**config.mk**
```make
export PLATFORM = sky130hd
export DESIGN_NAME = mem_arbiter
export DESIGN_NICKNAME = d
export VERILOG_FILES = /design/src/rtl/mem_pkg.sv /design/src/rtl/rr_arbiter2.sv /design/src/rtl/mem_arbiter.sv
export SDC_FILE = /design/constraint.sdc
export NUM_CORES = 1
export LEC_CHECK = 0
export BUFFER_PORTS_ARGS = -buffer_cell sky130_fd_sc_hd__buf_2
export CAP_MARGIN = 20
export CORE_MARGIN = 4
export CORE_UTILIZATION = 54
export DETAILED_ROUTE_END_ITERATION = 7
export GPL_TIMING_DRIVEN = 0
export PLACE_DENSITY_LB_ADDON = 0.2
export SYNTH_ARGS = -nofsm -noshare
export SYNTH_HDL_FRONTEND = slang
export SYNTH_SLANG_ARGS = --single-unit
```
**constraint.sdc**
```tcl
create_clock -name clk -period 3.05 [get_ports clk]
set_input_delay 0.305 -clock clk [delete_from_list [all_inputs] [get_ports clk]]
set_output_delay 0.305 -clock clk [all_outputs]
set_load 0.02 [all_outputs]
```
**src/rtl/mem_pkg.sv**
```systemverilog
// Shared types and constants for the byte-serial memory port arbiter.
package mem_pkg;

    localparam logic [2:0]  SIZE_BYTE   = 3'b001;
    localparam logic [2:0]  SIZE_HALF   = 3'b010;
    localparam logic [2:0]  SIZE_WORD   = 3'b100;
    // IO space is selected by address bits [17:16] of this base.
    localparam logic [31:0] IO_BASE_DEF = 32'h0003_0000;

    typedef enum logic [1:0] {
        IDLE  = 2'd0,
        READ  = 2'd1,
        WRITE = 2'd2,
        DONE  = 2'd3
    } state_t;

    typedef enum logic {
        REQ_IF  = 1'b0,
        REQ_LSB = 1'b1
    } req_t;

    function automatic logic [2:0] size_bytes(input logic [2:0] code);
        case (code)
            SIZE_BYTE: return 3'd1;
            SIZE_HALF: return 3'd2;
            SIZE_WORD: return 3'd4;
            default:   return 3'd4;
        endcase
    endfunction

endpackage

```
**src/rtl/rr_arbiter2.sv**
```systemverilog
// Two-input round-robin grant; the last-grant register moves only when a grant is taken.
module rr_arbiter2
    import mem_pkg::*;
(
    input  logic i_clk,
    input  logic i_rst_n,
    input  logic i_rdy,
    input  logic i_req_if,
    input  logic i_req_lsb,
    input  logic i_accept,
    output logic o_valid,
    output req_t o_grant
);

    req_t r_last;

    // Reset to REQ_IF so the LSB wins the first tie.
    always_comb begin
        o_valid = i_req_if | i_req_lsb;
        if (i_req_if && i_req_lsb) begin
            o_grant = (r_last == REQ_IF) ? REQ_LSB : REQ_IF;
        end else if (i_req_lsb) begin
            o_grant = REQ_LSB;
        end else begin
            o_grant = REQ_IF;
        end
    end

    always_ff @(posedge i_clk) begin
        if (!i_rst_n) begin
            r_last <= REQ_IF;
        end else if (i_rdy && i_accept && o_valid) begin
            r_last <= o_grant;
        end
    end

endmodule

```
**src/rtl/mem_arbiter.sv**
```systemverilog
// Shares the byte-wide RAM/IO port between fetch and the LSB, serialising 1/2/4-byte accesses.
// Build option MEM_IO_STALL_EN: hold IO stores in IDLE while io_buffer_full is set.
module mem_arbiter
    import mem_pkg::*;
#(
    parameter int          ADDR_W  = 32,
    parameter logic [31:0] IO_BASE = IO_BASE_DEF
) (
    input  logic              clk,
    input  logic              rst,
    input  logic              rdy,
    input  logic              jump_flag,
    input  logic              io_buffer_full,
    input  logic              if_enable,
    input  logic [ADDR_W-1:0] if_addr,
    output logic              if_done,
    output logic [31:0]       if_data,
    input  logic              lsb_enable,
    input  logic              lsb_wr,
    input  logic [2:0]        lsb_size,
    input  logic [ADDR_W-1:0] lsb_addr,
    input  logic [31:0]       lsb_wdata,
    output logic              lsb_done,
    output logic [31:0]       lsb_rdata,
    input  logic [7:0]        mem_din,
    output logic [7:0]        mem_dout,
    output logic [ADDR_W-1:0] mem_a,
    output logic              mem_wr
);

    state_t            r_state;
    req_t              r_req;
    logic [ADDR_W-1:0] r_base;
    logic [2:0]        r_len;
    logic [2:0]        r_cnt;
    logic [23:0]       r_wdata;
    logic [31:0]       r_buf;

    logic              w_is_io;
    logic              w_io_stall;
    logic              w_if_req;
    logic              w_lsb_req;
    logic              w_valid;
    req_t              w_grant;
    logic [31:0]       w_buf_next;
    logic [ADDR_W-1:0] w_addr_next;

    assign w_is_io = (lsb_addr[17:16] == IO_BASE[17:16]);

`ifdef MEM_IO_STALL_EN
    assign w_io_stall = lsb_enable & lsb_wr & w_is_io & io_buffer_full;
`else
    logic w_unused_io;
    assign w_unused_io = io_buffer_full | w_is_io;
    assign w_io_stall  = 1'b0;
`endif

    // A flush only blocks new reads; a committed store is still taken.
    assign w_if_req    = if_enable & ~jump_flag;
    assign w_lsb_req   = lsb_enable & (lsb_wr | ~jump_flag) & ~w_io_stall;
    assign w_addr_next = r_base + ADDR_W'(r_cnt) + ADDR_W'(1);

    rr_arbiter2 u_rr (
        .i_clk     (clk),
        .i_rst_n   (rst),
        .i_rdy     (rdy),
        .i_req_if  (w_if_req),
        .i_req_lsb (w_lsb_req),
        .i_accept  (r_state == IDLE),
        .o_valid   (w_valid),
        .o_grant   (w_grant)
    );

    // mem_din answers the address of the previous cycle, so it lands in lane cnt-1.
    always_comb begin
        w_buf_next = r_buf;
        case (r_cnt)
            3'd1:    w_buf_next[7:0]   = mem_din;
            3'd2:    w_buf_next[15:8]  = mem_din;
            3'd3:    w_buf_next[23:16] = mem_din;
            3'd4:    w_buf_next[31:24] = mem_din;
            default: ;
        endcase
    end

    always_ff @(posedge clk) begin
        if (!rst) begin
            r_state   <= IDLE;
            r_req     <= REQ_IF;
            r_base    <= '0;
            r_len     <= '0;
            r_cnt     <= '0;
            r_wdata   <= '0;
            r_buf     <= '0;
            mem_wr    <= 1'b0;
            mem_a     <= '0;
            mem_dout  <= '0;
            if_done   <= 1'b0;
            lsb_done  <= 1'b0;
            if_data   <= '0;
            lsb_rdata <= '0;
        end else if (rdy) begin
            if_done  <= 1'b0;
            lsb_done <= 1'b0;
            case (r_state)
                IDLE: begin
                    if (w_valid) begin
                        r_req <= w_grant;
                        r_cnt <= '0;
                        r_buf <= '0;
                        if (w_grant == REQ_LSB) begin
                            r_base <= lsb_addr;
                            r_len  <= size_bytes(lsb_size);
                            mem_a  <= lsb_addr;
                            if (lsb_wr) begin
                                mem_wr   <= 1'b1;
                                mem_dout <= lsb_wdata[7:0];
                                r_wdata  <= lsb_wdata[31:8];
                                r_state  <= WRITE;
                            end else begin
                                r_state  <= READ;
                            end
                        end else begin
                            r_base  <= if_addr;
                            r_len   <= 3'd4;
                            mem_a   <= if_addr;
                            r_state <= READ;
                        end
                    end
                end
                READ: begin
                    if (jump_flag) begin
                        r_state <= IDLE;
                        r_cnt   <= '0;
                    end else if (r_cnt == r_len) begin
                        r_state <= DONE;
                        r_cnt   <= '0;
                        if (r_req == REQ_IF) begin
                            if_done <= 1'b1;
                            if_data <= w_buf_next;
                        end else begin
                            lsb_done  <= 1'b1;
                            lsb_rdata <= w_buf_next;
                        end
                    end else begin
                        r_buf <= w_buf_next;
                        r_cnt <= r_cnt + 3'd1;
                        if (r_cnt + 3'd1 < r_len) begin
                            mem_a <= w_addr_next;
                        end
                    end
                end
                WRITE: begin
                    if (r_cnt + 3'd1 < r_len) begin
                        mem_a    <= w_addr_next;
                        mem_dout <= r_wdata[7:0];
                        r_wdata  <= {8'h00, r_wdata[23:8]};
                        r_cnt    <= r_cnt + 3'd1;
                    end else begin
                        mem_wr   <= 1'b0;
                        r_state  <= DONE;
                        r_cnt    <= '0;
                        lsb_done <= 1'b1;
                    end
                end
                DONE:    r_state <= IDLE;
                default: r_state <= IDLE;
            endcase
        end
    end

endmodule

```
==> out/results.txt <==
Outcome = complete, no violations
Worst vdd ir = 0.579 mV
Drt drc = 0
P_leak = 4.81 nW
Initial Utilization = 55.1%
First-pass GRT wire length = 46,400 um
Final setup TNS = 0 ps
Most frequent cells in the layout = 228 x buf_2, 203 x dfxtp_1, 120 x nor2_1
Crit Path Class = flip-flop to flip-flop
Layout Skew = 11.8 ps
Final Hold Vio Count = 0
Commonest non-fill, non-tap cell in the layout = buf_2
Tmin final = 2840 ps
Share of cells above drive strength 1 = 23.6%
Antenna Nets Post-Route = 0
Chip height = 141 um
Max_cap viols = 0
Final setup violation count = 0
Synth cell types = 65
Power after layout = 0.00787 W
Post-Syn Area per Cell = 9.13 um2
Fmax = 352 MHz
Sink Count = 205
Crit path DAT = 3260 ps
Max Slew Vio Count = 0
Power Density = 662 nW/um2
RR Endpoint = mem_a[10]
Total GRT Usage = 28.6%
# H-tree levels = 1
Post-layout net count = 1,422
IO Count = 222
Die Area = 19,900 um2
Vias per std cell = 6.08
Placed Cells = 1,485
Clk_lat worst skew = 520 ps
Worst Path Max Fanout = 10
Post-DP HPWL = 21,600 um
Hold_ws = 20.7 ps
Worst hold path depth = 2
Hold-critical path endpoint = r_wdata[16]
Die width = 141 um
Worst Hold Class = primary input to flip-flop
Fin util = 68.5%
Synthesized area = 9570 um2
Element type at the critical path end = flip-flop
Syn nets = 1,178
Number of antenna violations at the first check in global routing = 0
Row count = 48
GRT overflow = 0
Start of the worst register-to-register path = r_state[0]
Clk root buf = clkbuf_16
ANT cells = 0
Vias in the first global route = 8,722
Fillers = 1,433
CTS Buf Count = 23
Pre-antenna DRT Iters = 5
FF+latch count, synth = 205
Slew headroom = 36.7%
CP required = 3460 ps
Postcts setup bufs = 0
CTS clk-pin slew, worst paths = 60 ps
Layout overhead on the synthesized area = 24.2%
Syn Inst Count = 1,048
Async SR Flop Fraction = 0%
Largest net degree at the start of global routing = 14
RSZ-0062 raised after global routing = no
Routed WL = 29,800 um
Worst R2R Setup Slack = 210 ps
Average wire per standard cell = 19.5 um
CP startpoint kind = flip-flop
Hold Startpoint = lsb_wdata[24]
R2R depth = 7
EDFF count, synth = 0
Fin crit share = 93.2%
CTS tree = done
Worst slew pin tran = 940 ps
Routability cong. = 1.01
Port Buf Inserts = 211
Bufs on Longest Clock Path = 3
Via count = 9,325
Initial DRC Count = 846
Non-filler instance count after layout = 1,533
Seq/Total Area, Yosys = 42.9%
Warnings, synthesis = 0
Core area = 17,400 um2
Post-synth top flop = dfxtp_1
-- cell families after synthesis --
kind of cell / share of synthesized area (%)
AO/OA/AOI/OAI: 23.8
XOR/XNOR: 0.641
adder cells (fa/ha/maj): 2.04
buffers and inverters: 5.26
flip-flops: 42.9
multiplexers: 9.32
AND/OR/NAND/NOR: 16.1
-- per-layer routing --
metal / share of wire [%] / vias up / wire (um) / GRT usage (%)
met4: 2.9 / 0 / 863 / 9.03
met2: 46 / 431 / 13700 / 46.3
li1: - / 4445 / - / -
met3: 8.6 / 67 / 2560 / 5.12
met5: 0 / - / 0 / 0
met1: 43 / 4382 / 12700 / 38.9
-- timing repair --
| action | in CTS | in global routing |
|---|---|---|
| hold buffers | 7 | 0 |
| pin swaps | 0 | 0 |
| setup endpoints to repair | 16 | 60 |
| endpoints found under the hold margin | 7 | 0 |
| resized for setup | 2 | 19 |
-- power by group --
part,internal (W),switching [W],total [W]
Sequential,0.00289,0.000148,0.00304
Clock,0.00204,0.00116,0.00320
Combinational,0.000581,0.00106,0.00164
Total,0.00551,0.00236,0.00787
-- critical path, cell delays in order, from the launching register on --
cell and delay (ps):
dfxtp_1 350, inv_1 70, ha_1 320, clkbuf_1 470
clkbuf_2 390, clkbuf_1 520, o21ai_0 300, a32o_1 310
-- flip-flops by register name (all words and copies together), names as in the netlist, 3 cells and up --
| register | cells |
|---|---|
| if_data | 32 |
| lsb_rdata | 32 |
| mem_a | 32 |
| r_base | 32 |
| r_buf | 32 |
| r_wdata | 24 |
| mem_dout | 8 |
| r_cnt | 3 |
| r_len | 3 |
-- Yosys cell counts (5+ instances only) --
cell type,n,area (um2)
dfxtp_1,205,4100
a31oi_1,21,131
nand2b_1,7,43.8
o21ai_0,14,70.1
clkbuf_1,62,233
nor3_1,33,165
o31a_1,6,52.6
nand2_1,43,161
a311oi_1,6,52.6
or4_1,7,52.6
nand4_1,25,156
nor2_1,120,450
o22ai_1,9,56.3
ha_1,14,175
mux2_2,17,191
nor2b_1,8,50.1
o21a_1,5,37.5
nor4_1,8,50.1
inv_1,21,78.8
mux2i_1,70,701
o2bb2ai_1,6,52.6
buf_1,19,71.3
a211oi_1,95,713
buf_2,18,90.1
and4_1,8,70.1
o2111ai_1,10,87.6
nand3_1,32,160
o31ai_1,11,82.6
a21oi_1,22,110
a32o_1,23,230
o211a_1,11,110
a22o_1,29,254
-- stage by stage --
| step | setup slack, ps | cell area, um2 |
|---|---|---|
| floorplan | 476 | 9570 |
| global placement | -158 | 10900 |
| detailed placement | -174 | 10900 |
| CTS | 7.63 | 11900 |
| global route | 84.3 | 11900 |
| finish | 207 | 11900 |
-- how the worst max path moves through the flow --
stage,startpoint,slack [ps],cells after the start,endpoint
3_3_place_gp,r_cnt[1],-160,9,mem_a[26]
5_1_grt,r_cnt[0],80,11,mem_a[20]
4_1_cts,r_cnt[1],8,11,r_wdata[9]
3_5_place_dp,r_cnt[1],-170,9,mem_a[10]
6_report,r_state[0],210,7,mem_a[10]
2_1_floorplan,r_cnt[1],480,11,r_wdata[0]
-- cell type report --
class,instances,area [um2],share of cell area (%)
multi-input combinational,719,4970,41.8
sequential,205,4110,34.5
timing repair buffer,220,1140,9.56
clock buffer,31,666,5.60
buffer,100,429,3.61
tap,225,282,2.37
clock inverter,10,211,1.78
inverter,23,86.3,0.726
No activity file was read; power rests on OpenSTA's default activity.
